**config.mk**
```make
export PLATFORM = sky130hd
export DESIGN_NAME = uart_tx_packet_arbiter
export DESIGN_NICKNAME = d
export VERILOG_FILES = /design/src/rtl/uart_tx_packet_arbiter_pkg.sv /design/src/rtl/rr_arbiter_pick.sv /design/src/rtl/uart_tx_packet_arbiter.sv
export SDC_FILE = /design/constraint.sdc
export NUM_CORES = 1
export LEC_CHECK = 0
export CORE_AREA = 10 10 227 229
export DETAILED_ROUTE_END_ITERATION = 7
export DIE_AREA = 0 0 237 239
export PLACE_DENSITY = 0.6
export SETUP_SLACK_MARGIN = 0.15
export SLEW_MARGIN = 20
export SYNTH_ARGS = -nofsm -noshare
export SYNTH_HDL_FRONTEND = slang
export SYNTH_SLANG_ARGS = --single-unit
```
**constraint.sdc**
```tcl
create_clock -name i_clk -period 1.7 [get_ports i_clk]
set_input_delay 0.255 -clock i_clk [delete_from_list [all_inputs] [get_ports i_clk]]
set_output_delay 0.255 -clock i_clk [all_outputs]
set_load 0.01 [all_outputs]
```
**src/rtl/uart_tx_packet_arbiter_pkg.sv**
```systemverilog
// ---------------------------------------------------------------------------
// uart_pkt_pkg
// Shared definitions for the UART packet send path: arbiter state encoding,
// default packet width and the largest legal byte count. The FIFO instance
// uses the same constants so both sides agree on the packet format.
// ---------------------------------------------------------------------------
package uart_pkt_pkg;

    localparam int PKT_DATA_WIDTH = 192;
    localparam int PKT_MAX_BYTES  = PKT_DATA_WIDTH / 8;

    typedef enum logic [1:0] {
        IDLE  = 2'd0,
        CHECK = 2'd1,
        PUSH  = 2'd2,
        DONE  = 2'd3
    } arb_state_e;

    // Index width for an n-entry requester vector; never narrower than 1 bit.
    function automatic int idx_width(input int n);
        return (n > 1) ? $clog2(n) : 1;
    endfunction

endpackage

```
**src/rtl/rr_arbiter_pick.sv**
```systemverilog
// ---------------------------------------------------------------------------
// rr_arbiter_pick
// Combinational round-robin picker. Searches the request vector starting one
// position after the pointer (wrapping) and returns the first set index.
// Ports:
//   i_req        request vector
//   i_rr_ptr     index of the previous grantee (lowest priority)
//   o_grant_idx  chosen requester (0 when none)
//   o_valid      at least one request present
// ---------------------------------------------------------------------------
module rr_arbiter_pick
    import uart_pkt_pkg::*;
#(
    parameter int NUM_REQ   = 2,
    parameter int IDX_WIDTH = idx_width(NUM_REQ)
) (
    input  logic [NUM_REQ-1:0]   i_req,
    input  logic [IDX_WIDTH-1:0] i_rr_ptr,
    output logic [IDX_WIDTH-1:0] o_grant_idx,
    output logic                 o_valid
);

    localparam int SUM_W = IDX_WIDTH + 1;

    // w_cand[k] is the requester examined at search step k (priority order).
    logic [IDX_WIDTH-1:0] w_cand [NUM_REQ];

    genvar gi;
    generate
        for (gi = 0; gi < NUM_REQ; gi++) begin : g_cand
            logic [SUM_W-1:0] w_sum;
            assign w_sum = {1'b0, i_rr_ptr} + SUM_W'(gi + 1);
            // One conditional subtract suffices: ptr + k < 2*NUM_REQ.
            assign w_cand[gi] = IDX_WIDTH'((w_sum >= SUM_W'(NUM_REQ)) ?
                                           (w_sum - SUM_W'(NUM_REQ)) : w_sum);
        end
    endgenerate

    always_comb begin
        o_valid     = 1'b0;
        o_grant_idx = '0;
        for (int k = 0; k < NUM_REQ; k++) begin
            if (!o_valid && i_req[w_cand[k]]) begin
                o_valid     = 1'b1;
                o_grant_idx = w_cand[k];
            end
        end
    end

endmodule

```
**src/rtl/uart_tx_packet_arbiter.sv**
```systemverilog
// ---------------------------------------------------------------------------
// uart_tx_packet_arbiter
// Shares the single packet-send port of the UART packet FIFO among NUM_REQ
// requesters. Round-robin grant, latch of the winner's packet, byte-count
// validation, one FIFO write strobe when space is available, then a one-cycle
// ack (written) or err (illegal count) back to the winner.
// Ports:
//   i_clk, i_rst_n         clock, asynchronous active-low reset
//   i_req                  per-requester request level
//   i_req_data             packed packets, requester i at [i*DATA_WIDTH +: DATA_WIDTH]
//   i_req_amount           packed byte counts
//   o_req_ack / o_req_err  one-cycle completion pulses to the grantee
//   o_fifo_snd_clk         one-cycle FIFO write strobe
//   o_fifo_data/_amount    latched packet and byte count toward the FIFO
//   i_fifo_available       FIFO not full
//   o_busy                 arbiter is handling a packet
//   o_grant_idx            current or last grantee
// ---------------------------------------------------------------------------
module uart_tx_packet_arbiter
    import uart_pkt_pkg::*;
#(
    parameter int NUM_REQ      = 2,
    parameter int DATA_WIDTH   = PKT_DATA_WIDTH,
    parameter int MAX_BYTES    = DATA_WIDTH / 8,
    parameter int AMOUNT_WIDTH = $clog2(DATA_WIDTH / 8),
    parameter int IDX_WIDTH    = idx_width(NUM_REQ)
) (
    input  logic                            i_clk,
    input  logic                            i_rst_n,
    input  logic [NUM_REQ-1:0]              i_req,
    input  logic [NUM_REQ*DATA_WIDTH-1:0]   i_req_data,
    input  logic [NUM_REQ*AMOUNT_WIDTH-1:0] i_req_amount,
    output logic [NUM_REQ-1:0]              o_req_ack,
    output logic [NUM_REQ-1:0]              o_req_err,
    output logic                            o_fifo_snd_clk,
    output logic [DATA_WIDTH-1:0]           o_fifo_data,
    output logic [AMOUNT_WIDTH-1:0]         o_fifo_amount,
    input  logic                            i_fifo_available,
    output logic                            o_busy,
    output logic [IDX_WIDTH-1:0]            o_grant_idx
);

    // Unpacked views of the flattened request buses.
    logic [DATA_WIDTH-1:0]   w_req_data   [NUM_REQ];
    logic [AMOUNT_WIDTH-1:0] w_req_amount [NUM_REQ];

    genvar gi;
    generate
        for (gi = 0; gi < NUM_REQ; gi++) begin : g_unpack
            assign w_req_data[gi]   = i_req_data[gi*DATA_WIDTH +: DATA_WIDTH];
            assign w_req_amount[gi] = i_req_amount[gi*AMOUNT_WIDTH +: AMOUNT_WIDTH];
        end
    endgenerate

    arb_state_e              r_state,     w_state_next;
    logic [IDX_WIDTH-1:0]    r_rr_ptr,    w_rr_ptr_next;
    logic [IDX_WIDTH-1:0]    r_grant_idx, w_grant_idx_next;
    logic [DATA_WIDTH-1:0]   r_data,      w_data_next;
    logic [AMOUNT_WIDTH-1:0] r_amount,    w_amount_next;
    logic [NUM_REQ-1:0]      r_ack,       w_ack_next;
    logic [NUM_REQ-1:0]      r_err,       w_err_next;
    logic                    r_snd_clk,   w_snd_clk_next;

    logic [IDX_WIDTH-1:0]    w_pick_idx;
    logic                    w_pick_valid;
    logic                    w_amount_bad;

    rr_arbiter_pick #(
        .NUM_REQ   (NUM_REQ),
        .IDX_WIDTH (IDX_WIDTH)
    ) u_pick (
        .i_req       (i_req),
        .i_rr_ptr    (r_rr_ptr),
        .o_grant_idx (w_pick_idx),
        .o_valid     (w_pick_valid)
    );

    // A zero count would hang the FIFO fetcher, so it is rejected too.
    assign w_amount_bad = (r_amount == '0) ||
                          (r_amount > AMOUNT_WIDTH'(MAX_BYTES));

    always_comb begin
        w_state_next     = r_state;
        w_rr_ptr_next    = r_rr_ptr;
        w_grant_idx_next = r_grant_idx;
        w_data_next      = r_data;
        w_amount_next    = r_amount;
        w_ack_next       = '0;
        w_err_next       = '0;
        w_snd_clk_next   = 1'b0;

        case (r_state)
            IDLE: begin
                if (w_pick_valid) begin
                    w_grant_idx_next = w_pick_idx;
                    w_data_next      = w_req_data[w_pick_idx];
                    w_amount_next    = w_req_amount[w_pick_idx];
                    w_state_next     = CHECK;
                end
            end
            CHECK: begin
                if (w_amount_bad) begin
                    w_err_next[r_grant_idx] = 1'b1;
                    w_state_next            = DONE;
                end else begin
                    w_state_next = PUSH;
                end
            end
            PUSH: begin
                if (i_fifo_available) begin
                    w_snd_clk_next          = 1'b1;
                    w_ack_next[r_grant_idx] = 1'b1;
                    w_state_next            = DONE;
                end
            end
            DONE: begin
                // req is ignored here: the grantee may still be dropping it.
                w_rr_ptr_next = r_grant_idx;
                w_state_next  = IDLE;
            end
            default: begin
                w_state_next = IDLE;
            end
        endcase
    end

    always_ff @(posedge i_clk or negedge i_rst_n) begin
        if (!i_rst_n) begin
            r_state     <= IDLE;
            r_rr_ptr    <= IDX_WIDTH'(NUM_REQ - 1);
            r_grant_idx <= '0;
            r_data      <= '0;
            r_amount    <= '0;
            r_ack       <= '0;
            r_err       <= '0;
            r_snd_clk   <= 1'b0;
        end else begin
            r_state     <= w_state_next;
            r_rr_ptr    <= w_rr_ptr_next;
            r_grant_idx <= w_grant_idx_next;
            r_data      <= w_data_next;
            r_amount    <= w_amount_next;
            r_ack       <= w_ack_next;
            r_err       <= w_err_next;
            r_snd_clk   <= w_snd_clk_next;
        end
    end

    assign o_req_ack      = r_ack;
    assign o_req_err      = r_err;
    assign o_fifo_snd_clk = r_snd_clk;
    assign o_fifo_data    = r_data;
    assign o_fifo_amount  = r_amount;
    assign o_busy         = (r_state != IDLE);
    assign o_grant_idx    = r_grant_idx;

endmodule

```
# Yosys cells after proc, flatten, opt, wreduce, memory -nomap -nowiden
# Index checks and enable logic that the tools add are counted.
# word_totals
ff_bits,206
latchBits,0
ramBits,0
mem_bits_ro,0
in_bits,399
output_inout_bits,204
elab_cells,63
n_memories,0
# classes
add_sub_neg,4
mul,0
div,0
n_lt_le_gt_ge,8
n_eq_ne,5
shifts,0
mux,28
n_bitwise,1
n_reduce_logical,9
# ops
operator,n
$mux 192,3
$mux 5,3
$mux 1,14
$mux 2,6
$pmux 2 s4,1
$ge 2x2->1 const B,3
$lt 1x2->1 const B,3
$gt 5x5->1 const B,1
$logic_not 5->1,1
$eq 2x2->1 const B,2
$reduce_and 2->1,2
$add 1x1->2 const B,1
$add 1x2->2 const B,1
$eq 2x1->1 const B,1
$logic_and 1x1->1,2
$logic_not 2->1,1
$ne 2x1->1 const B,1
$ne 2x2->1 const B,1
$not 1->2,1
$reduce_bool 2->1,1
$sub 1x1->1 const B,2
$demux 1 s1,1
$ge 1x1->1 const B,1
$logic_not 1->1,1
$logic_or 1x1->1,1

# Longest topological paths before layout
# Gate-level depths: netlist of the first run.
# depth
depth_word,13
ltp_mapped,8
depth_no_buf,5

# Modules after synthesis
# A second synthesis of the first run with hierarchy kept.
# unflattened
hier_cells,896
area_unflattened_um2,9572.9
# modules_own_cells
module,n_inst,cells_each,area_per_inst_um2,seq_area_each_um2
uart_tx_packet_arbiter,1,894,9559.2,5156.2
rr_arbiter_pick,1,2,13.8,0.0

# Least setup slack after synthesis of the first run
# OpenSTA, ideal clock, no wires.
# synth_timing
path_type,register to register
start,reg r_state[0]
end,"reg r_data[100], in the netlist o_fifo_data[100]"
setup_ns,0.077
t_arrival_ns,1.493
required_time_ns,1.623
path_slack_ns,0.130
path_stages_with_launch,9
path_buffers,3
period_less_slack_ns,1.570
cell_sequence,dfrtp_1 inv_1 ha_1 o21ai_2 buf_2 buf_4 buf_2 nand2_1 o21ai_1
# synth_via
elab_chain_cells,2
# synth_lines
item,line_no,source
from (decl),uart_tx_packet_arbiter.sv:55,"arb_state_e r_state, w_state_next;"
from (signal assigned),uart_tx_packet_arbiter.sv:138,r_state <= w_state_next;
$logic_not 2->1,uart_tx_packet_arbiter.sv:92,case (r_state)
$reduce_and 2->1 (no source line),n/a,
to (signal assigned),uart_tx_packet_arbiter.sv:141,r_data <= w_data_next;
to (decl),uart_tx_packet_arbiter.sv:58,"logic [DATA_WIDTH-1:0] r_data, w_data_next;"
# Every way passes these cells.
# A chain may end at the register's enable or synchronous reset.

# Worst setup path in the final report of the first run
# layout_timing
start,reg r_state[0]
end,"reg r_data[50], in the netlist o_fifo_data[50]"
# The elaborated chain is that of the path after synthesis.

==> results of run 1 <==
==> state kept, by name, indices dropped and copies added (netlist names) <==
name and count:
o_fifo_data 192, o_fifo_amount 5, o_req_ack 2, o_req_err 2
r_state 2, o_fifo_snd_clk 1, o_grant_idx 1, r_rr_ptr 1
==> cells in the final DEF (no fill, tap or decap), types with 2 or more instances in the layout <==
cell type	count
nand2_4	48
buf_4	52
buf_2	2
buf_12	35
ha_4	3
clkbuf_16	40
dlygate4sd2_1	181
mux2_2	2
dfrtp_1	204
clkinv_2	4
clkdlybuf4s50_1	397
buf_16	21
o21ai_4	2
clkbuf_2	3
clkbuf_8	11
o21ai_1	111
clkdlybuf4s15_1	16
nand2_2	93
buf_6	13
ha_1	2
clkbuf_1	3
inv_2	2
buf_8	20
mux2i_1	196
nor2b_1	2
nor2_1	2
o21ai_2	85
clkdlybuf4s15_2	2
nand2_1	56
==> layer usage <==
metal	vias up	GRT usage
li1	4545	-
met1	4536	0.1609
met2	397	0.2592
met3	61	0.05458
met4	0	0.04323
met5	-	0
==> cells by family (layout without fill, tap and decap cells) <==
kind of cell               count (synthesis)  count (layout)
and+or+nand+nor                          209             209
DFF                                      206             206
AOI/OAI and AO/OA                        203             203
muxes                                    200             200
buffers and inverters                     68             807
adders and majority gates                  5               5
other                                      0               1
==> layout make-up <==
cell class | instances | share of cell area
well taps | 615 | 0.03851
clock buffers | 39 | 0.03945
flip-flops and latches | 206 | 0.2581
diodes | 1 | 0.0001253
multi-input cells | 617 | 0.2461
clock inverters | 7 | 0.003319
inverters | 3 | 0.0005636
repair buffers | 758 | 0.4138
==> per-stage QoR <==
step | cells | utilization | power [uW] | setup slack [ps] | instance area [sq um]
2_1_floorplan | 891 | - | 14020 | 170.2 | 9482
3_3_place_gp | 2125 | 0.3543 | 22090 | -195.6 | 16700
3_5_place_dp | 2125 | 0.3543 | 22280 | -216.0 | 16700
4_1_cts | 2221 | 0.3940 | 29130 | -56.33 | 18580
5_1_grt | 2246 | 0.4238 | 33930 | -114.3 | 19980
6_report | 2246 | 0.4238 | 31990 | -27.60 | 19980
==> power groups by stage <==
stage / Combinational (uW) / Sequential (uW) / Clock [uW]
floorplan: 4410 / 9610 / 0
global placement: 13400 / 8650 / 0
detailed placement: 13500 / 8730 / 0
CTS: 14800 / 8620 / 5660
global route: 18700 / 9350 / 5840
finish: 17400 / 9080 / 5470
==> path summary, 6_finish.rpt <==
kind	start	to	depth (start not counted)
worst min-delay path	i_rst_n	o_fifo_data[184]	2
min in group i_clk	i_req_data[123]	o_fifo_data[123]	3
worst min register to register	o_fifo_data[112]	o_fifo_data[112]	2
worst max register to register	r_state[0]	o_fifo_data[50]	10
max in group asynchronous	i_rst_n	o_fifo_data[103]	3
worst max-delay path	r_state[0]	o_fifo_data[50]	10
==> what timing repair did <==
action	4_1_cts	5_1_grt
gates resized for setup	329	285
buffers inserted	31	9
endpoints found under the hold margin	163	0
hold buffers	1	0
pin swaps	20	141
setup endpoints to repair	398	215
gates cloned	18	15
==> cells in the mapped netlist, types with 2 or more instances <==
cell | number | area [sq um]
and2_1 | 2 | 12.51
buf_2 | 23 | 115.1
buf_4 | 5 | 37.54
buf_6 | 14 | 157.7
clkbuf_1 | 23 | 86.33
dfrtp_1 | 205 | 5130
ha_1 | 5 | 62.56
inv_1 | 3 | 11.26
mux2_2 | 2 | 22.52
mux2i_1 | 198 | 1982
nand2_1 | 197 | 739.5
nor2_1 | 2 | 7.510
nor2b_1 | 3 | 18.77
o21ai_1 | 197 | 986.0
==> flow_metrics.tcl, run 1 <==
set metrics [dict create \
    ys_ff_latch 206 \
    post-route-min-period_ps 1728 \
    setup_viol 44 \
    worst_pin_slew_ps 469.1 \
    required_ps 2120 \
    combPwrFrac 0.545 \
    setup_ws_ps -27.60 \
    status "finished with violations" \
    via_per_inst 4.247 \
    drtIter0Drc 226 \
    ir_drop_uv 728.6 \
    fin_worst_skew_ps 17.91 \
    multiInputGateArea_sq_mm 0.004916 \
    grt_pass1_vias 10230 \
    die_w_um 237 \
    cap_violations 0 \
    drv_slew 0 \
    die_area_sq_mm 0.05664 \
    grt_overflow 0 \
    rows 80 \
    path_buf_inv 7 \
    critPathTopFamily "buffers and inverters" \
    grt_pass1_wl_um 64410 \
    cts_max_path_buffers 3 \
    swShare 0.3727 \
    synth_edf_count 0 \
    clk_pin_slew_worst_paths_ps 60 \
    wl_met2_um 23180 \
    rsz0062_at_grt "yes" \
    cts_tree "yes" \
    top_layer_used "met4" \
    syn_to_final_growth_pct 110.8 \
    fmax_mhz 578.8 \
    start_util 0.2010 \
    netlist_area_sq_mm 0.009477 \
    slew_headroom 0.6849 \
    htreeDepth 1 \
    crit_fanout 9 \
    min_path_type "input pin to asynchronous set/reset pin" \
    io_buffers 602 \
    synth_top_flop_cell "dfrtp_1" \
    io_pins 603 \
    yosysWarnings 0 \
    slowest_stage "dfrtp_1" \
    core_sq_mm 0.04715 \
    finalHoldViolCount 0 \
    async_flop_share 1.000 \
    grt_start_max_net_pins 64 \
    net-switching-power_uw 11920 \
    antenna_left 0 \
    path_cells "inv_2 > ha_4 > buf_6 > buf_6 > o21ai_4 > buf_12 > buf_16 > buf_8 > clkbuf_16 > o21ai_1" \
    antenna_found_initial 1 \
    end_kind "register" \
    finalSetupTns_ps -543.2 \
    slowest_delay_ps 370 \
    fillers 4517 \
    synth_fp_nets 1295 \
    clockRootBuffer "clkbuf_16" \
    cp-start-kind "register" \
    power.density_mw_per_mm2 1601 \
    crit_type "register to register" \
    synthXorXnorAreaFrac 0 \
    hpwl_um 34170 \
    yosysSeqAreaShare 0.5441 \
    synth_top_family_by_area "multiplexers" \
    drtPass1Iterations 4 \
    r2r_slack_ps -30 \
    synthAdderAreaFrac 0.006602 \
    seq_power_share 0.284 \
    gp_congestion 0.8116 \
    final_layout_size_suffix_gt1_frac 0.2755 \
    synth_compound_area_frac 0.1093 \
    arrival_ps 2140 \
    dr_wl_met3_um 3998 \
    synthMuxAreaShare 0.2115 \
    final-seq-area_sq_mm 0.005157 \
    wl_um 45760 \
    fin_nets 2015 \
    num_vias 9539 \
    p_leak_uw 0.009253 \
    drc 0 \
    cts_sinks 206 \
    synth_cell_type_count 26 \
    syn_area_per_cell_sq_um 10.64 \
    cts_buffers 25 \
    clock_power_share 0.171 \
    whs_ps 177.1 \
    violations "negative setup slack" \
    period_share 1.016 \
    die_h_um 239 \
    clock_latency_ps 540 \
    synth_simple_gate_area_share 0.08542 \
    netlist_instances 891 \
    routedLengthMet1_um 17350 \
    crit_path_frequent_cell "buf_6" \
    grt.total_usage 0.1467 \
    internal-power_uw 20070 \
    wl_per_cell_um 20.37 \
]
Power figures use the tool's default switching activity.
==> run 2, diff against run 1 <==
Settings changed: CORE_AREA 10 10 227 229 to 2 2 232 234, DIE_AREA 0 0 237 239 to 0 0 234 236, PLACE_DENSITY 0.6 to 0.55, SKIP_LAST_GASP from default to 1.
==> flow_metrics.tcl, run 2 (synthesis gave the netlist of run 1 again) <==
set metrics [dict create \
    status "finished, final reports clean" \
    via_per_inst 4.037 \
    antenna_cells_inserted 0 \
    p_leak_uw 0.008994 \
    wl_per_cell_um 17.38 \
    antenna_found_initial 0 \
    io_pins 603 \
    cap_violations 0 \
    final_layout_size_suffix_gt1_frac 0.2240 \
    slowest_stage "dfrtp_1" \
    required_ps 2120 \
    rows 85 \
    fillers 5347 \
    period_share 0.9656 \
    grt_pass1_wl_um 56630 \
    path_cells "inv_2 > ha_4 > buf_6 > o21ai_4 > buf_12 > buf_16 > buf_12 > buf_16 > nand2_2 > o21ai_2" \
    grt_pass1_vias 9638 \
    grt_overflow 0 \
    gp_congestion 0.8362 \
    drv_slew 0 \
    fin_worst_skew_ps 10.88 \
    cts_buffers 25 \
    power.density_mw_per_mm2 1546 \
    worst_pin_slew_ps 503.3 \
    routedLengthMet1_um 15340 \
    pre_cts_slack_ps -279.2 \
    path_buf_inv 6 \
    htreeDepth 1 \
    die_h_um 236 \
    clock_latency_ps 540 \
    fin_nets 2010 \
    slowest_delay_ps 390 \
    layout_common_cells "397 x clkdlybuf4s50_1, 204 x dfrtp_1, 195 x mux2i_1" \
    clockRootBuffer "clkbuf_16" \
    die_area_sq_mm 0.05522 \
    finalHoldViolCount 0 \
    cts_tree "yes" \
    multiInputGateArea_sq_mm 0.004618 \
    io_buffers 602 \
    min_path_type "input pin to asynchronous set/reset pin" \
    setup_ws_ps 58.55 \
    clk_pin_slew_worst_paths_ps 60 \
    syn_to_final_growth_pct 104.9 \
    slew_headroom 0.6645 \
    top_layer_used "met4" \
    fin_util 0.3659 \
    num_vias 9369 \
    grt_start_max_net_pins 53 \
    drtIter0Drc 180 \
    cp-start-kind "register" \
    dr_wl_met3_um 3945 \
    crit_type "register to register" \
    final-seq-area_sq_mm 0.005157 \
    cts_sinks 206 \
    antenna_left 0 \
    fmax_mhz 609.2 \
    setup_viol 0 \
    wl_met2_um 20340 \
    rsz0062_at_grt "yes" \
    die_w_um 234 \
    crit_fanout 8 \
    critPathTopFamily "buffers and inverters" \
    final_common_cell "clkdlybuf4s50_1" \
    largest_register_ffs 192 \
    wl_um 40340 \
    grt.total_usage 0.1336 \
    drc 0 \
    start_util 0.1786 \
    drtPass1Iterations 4 \
    ir_drop_uv 662.5 \
    cts_max_path_buffers 3 \
    hpwl_um 29880 \
    end_kind "register" \
    core_sq_mm 0.05307 \
    arrival_ps 2060 \
    post-route-min-period_ps 1641 \
]
-- run 2: cell count changes in the layout (fill, tap and decap cells not counted), sizes merged --
cell,previous run,this run
dlygate4sd2,181,189
clkbuf,57,51
clkdlybuf4s15,18,12
buf,143,140
clkinv,4,6
diode,1,0
-- run 2: final timing paths --
check                                 start                to  slack [ps]  depth (start not counted)
min in group i_clk           i_req_data[43]   o_fifo_data[43]         340                          3
setup reg to reg                 r_state[0]   o_fifo_data[17]          60                         10
hold / removal                      i_rst_n  o_fifo_data[185]         260                          2
max in group asynchronous           i_rst_n          r_rr_ptr         790                          3
hold reg to reg            o_fifo_data[145]  o_fifo_data[145]         480                          2
setup / recovery                 r_state[0]   o_fifo_data[17]          60                         10
-- run 2: area by class of cell --
| cell class | instances | area share |
|---|---|---|
| clock buffer | 37 | 0.03712 |
| clock inverter | 9 | 0.004124 |
| inverter | 3 | 0.0005799 |
| multi-input combinational | 617 | 0.2378 |
| sequential | 206 | 0.2656 |
| tap | 696 | 0.04485 |
| timing repair buffer | 753 | 0.4099 |
-- run 2: what timing repair did --
item                       in CTS  in global routing
hold endpoints to repair       39                  0
cloned                         13                 14
resized for setup             249                248
hold buffers                    1                  0
setup buffers                  22                 13
setup endpoints to repair     322                207
pin swaps                       3                 95
-- run 2: through the flow --
step	hold WS [ps]	cell area (sq um)	TNS, ps	power [uW]	instances
floorplan	-40.59	9482	0	14020	891
global placement	280.3	16850	-22140	22020	2212
detailed placement	276.4	16850	-26970	22180	2212
CTS	256.7	18120	-54.34	27630	2294
global route	290.6	19420	-35.14	32030	2321
finish	261.8	19420	0	30020	2321
-- run 2: where the power goes --
group	total (uW)	leakage (uW)	internal, uW	switching, uW
Combinational	16000	0.00605	8530	7420
Sequential	8830	0.00255	7290	1540
Clock	5240	0.000395	3080	2160
Total	30000	0.00899	18900	11100
-- run 2: routing by layer --
layer	vias to the layer above	GRT usage
li1	4531	-
met1	4412	0.1525
met2	382	0.2395
met3	44	0.04255
met4	0	0.03165
met5	-	0
-- run 2: worst register-to-register path: cells and delay by family, from the launching register on --
kind	cells	cell delay (ps)
flip-flops	1	390
AO/OA/AOI/OAI	2	130
AND/OR/NAND/NOR	1	70
buffers and inverters	6	780
adder cells (fa/ha/maj)	1	150
==> run 3, diff against run 2 <==
Settings changed: SLEW_MARGIN 20 to 30.
==> results of run 3 <==
Same layout as run 2: the final DEF is identical, and so are final timing and power.
==> variant, RTL diff (settings of run 2) <==
Take the reset off `r_data` and load it in a clocked block of its own.
--- a/src/rtl/uart_tx_packet_arbiter.sv
+++ b/src/rtl/uart_tx_packet_arbiter.sv
@@ -129,7 +129,6 @@
             r_state     <= IDLE;
             r_rr_ptr    <= IDX_WIDTH'(NUM_REQ - 1);
             r_grant_idx <= '0;
-            r_data      <= '0;
             r_amount    <= '0;
             r_ack       <= '0;
             r_err       <= '0;
@@ -138,12 +137,15 @@
             r_state     <= w_state_next;
             r_rr_ptr    <= w_rr_ptr_next;
             r_grant_idx <= w_grant_idx_next;
-            r_data      <= w_data_next;
             r_amount    <= w_amount_next;
             r_ack       <= w_ack_next;
             r_err       <= w_err_next;
             r_snd_clk   <= w_snd_clk_next;
         end
+    end
+
+    always_ff @(posedge i_clk) begin
+        r_data <= w_data_next;
     end
 
     assign o_req_ack      = r_ack;
Formal check against the unedited RTL: not equivalent (a bounded check fails within 4 cycles, from zero or initial values and one cycle with i_rst_n low).
==> variant against run 2 <==
- worst setup slack worse by 0.054 ns
- sequential cell count is the same
- synthesized cell count is 48% lower
- wire length fell by 17%
- synthesized area decreased by 2.6%
- critical path depth fell by 5
- final area is 9.5% lower
- sequential share of layout area rose by 8.2 points
- via count is 27% lower
- critical endpoint is now o_fifo_data[106]
- largest cell class unchanged
Power is not compared: it rests on default switching activity, and its combinational part moved more than twofold at a synthesized area within 25%.
==> variant: results <==
[clock_tree]
cts_buffers = 25
cts_setup_buffers = 5
htreeDepth = 1
clk_pin_slew_ns = 0.06
cts_resized = 228

[worst_hold_path]
whs_endpoint = "o_fifo_data[144]"
hold_class = "in -> reg"

[power_and_ir_drop]
peakVddDrop_mv = 0.556
p_leak_uw = 0.00688

[route]
drtIter0Drc = 177
wl_per_cell_um = 17.8
route.met2.wl_um = 17100
met3_length_um = 3600
vias = 6833
drt-met1-wl_um = 12000

[global_route]
use_met2 = 0.199
track_usage = 0.108
grt_pass1_vias = 7368
grt_start_max_net_pins = 23
grt_pass1_wl_um = 44400
grtUsageMet3 = 0.0389
grtUsageMet1 = 0.113

[worst_setup_path]
crit_fanout = 11
r2r_cells = 5
worstReg2RegStart = "r_rr_ptr"
rrSetupSlack_ns = 0.004
regToRegEndpoint = "o_fifo_data[106]"
cpPeakStageDelay_ns = 0.56
worstPathArrival_ns = 1.97
critPathSlowestCell = "dfstp_2"

[finish]
drive_above_1_share = 0.282
stdcell_count = 1875
fin_nets = 1566

[synthesis]
avgSynthCellArea_um2 = 19.8
synthesis.nets = 870
yosys.cell_types.count = 28
ys_top_cells_by_count = "edfxtp_1 (192), mux2_4 (100), mux2_2 (94), dfrtp_1 (13), buf_8 (12)"
synth_edf_count = 192
ys_seq_area_frac = 0.663
ys.flop_type = "edfxtp_1"
async_reset_ff_frac = 0.0680
synth_area_leaders = "edfxtp_1 (62%), mux2_4 (16%), mux2_2 (11%)"

[placed_design]
hpwlAfterDp_um = 26200
placed_cells = 1805
dp_slack_ns = -0.463
gp_congestion = 0.765
place_area_mm2 = 0.0166

[sta]
skew_ns = 0.0106
worst_slew_pin_slew_ns = 0.390
finalCritPeriodShare = 0.997
holdWs_ns = 0.405

[run_status]
status = "complete, no violations"
-- variant: changes by cell type after synthesis, sizes merged --
cell,before,now
buf,42,22
nand2,197,5
clkbuf,23,1
mux2i,198,6
inv,3,4
edfxtp,0,192
o21ai,198,6
mux2,2,194
dfrtp,205,13
-- variant: layout make-up --
class	instances	area, µm²
Clock inverter	7	32.5
Timing Repair Buffer	692	6920
Sequential cell	206	6120
Clock buffer	37	702
Inverter	4	18.8
Tap cell	696	871
Fill cell	5289	35500
Multi-Input combinational cell	233	2910
-- variant: logic make-up after synthesis --
kind of cell | after synthesis | synth area share
adders and majority gates | 5 | 0.00678
buffers and inverters | 27 | 0.0290
muxes | 200 | 0.284
AOI/OAI and AO/OA | 11 | 0.00813
and+or+nand+nor | 17 | 0.00962
DFF | 206 | 0.663
-- variant: worst max-delay path: cells and delay by family (launching register included) --
family | cells | cell delay (ns)
compound gates | 1 | 0.07
mux | 1 | 0.29
flops | 1 | 0.56
buf+inv | 3 | 0.48
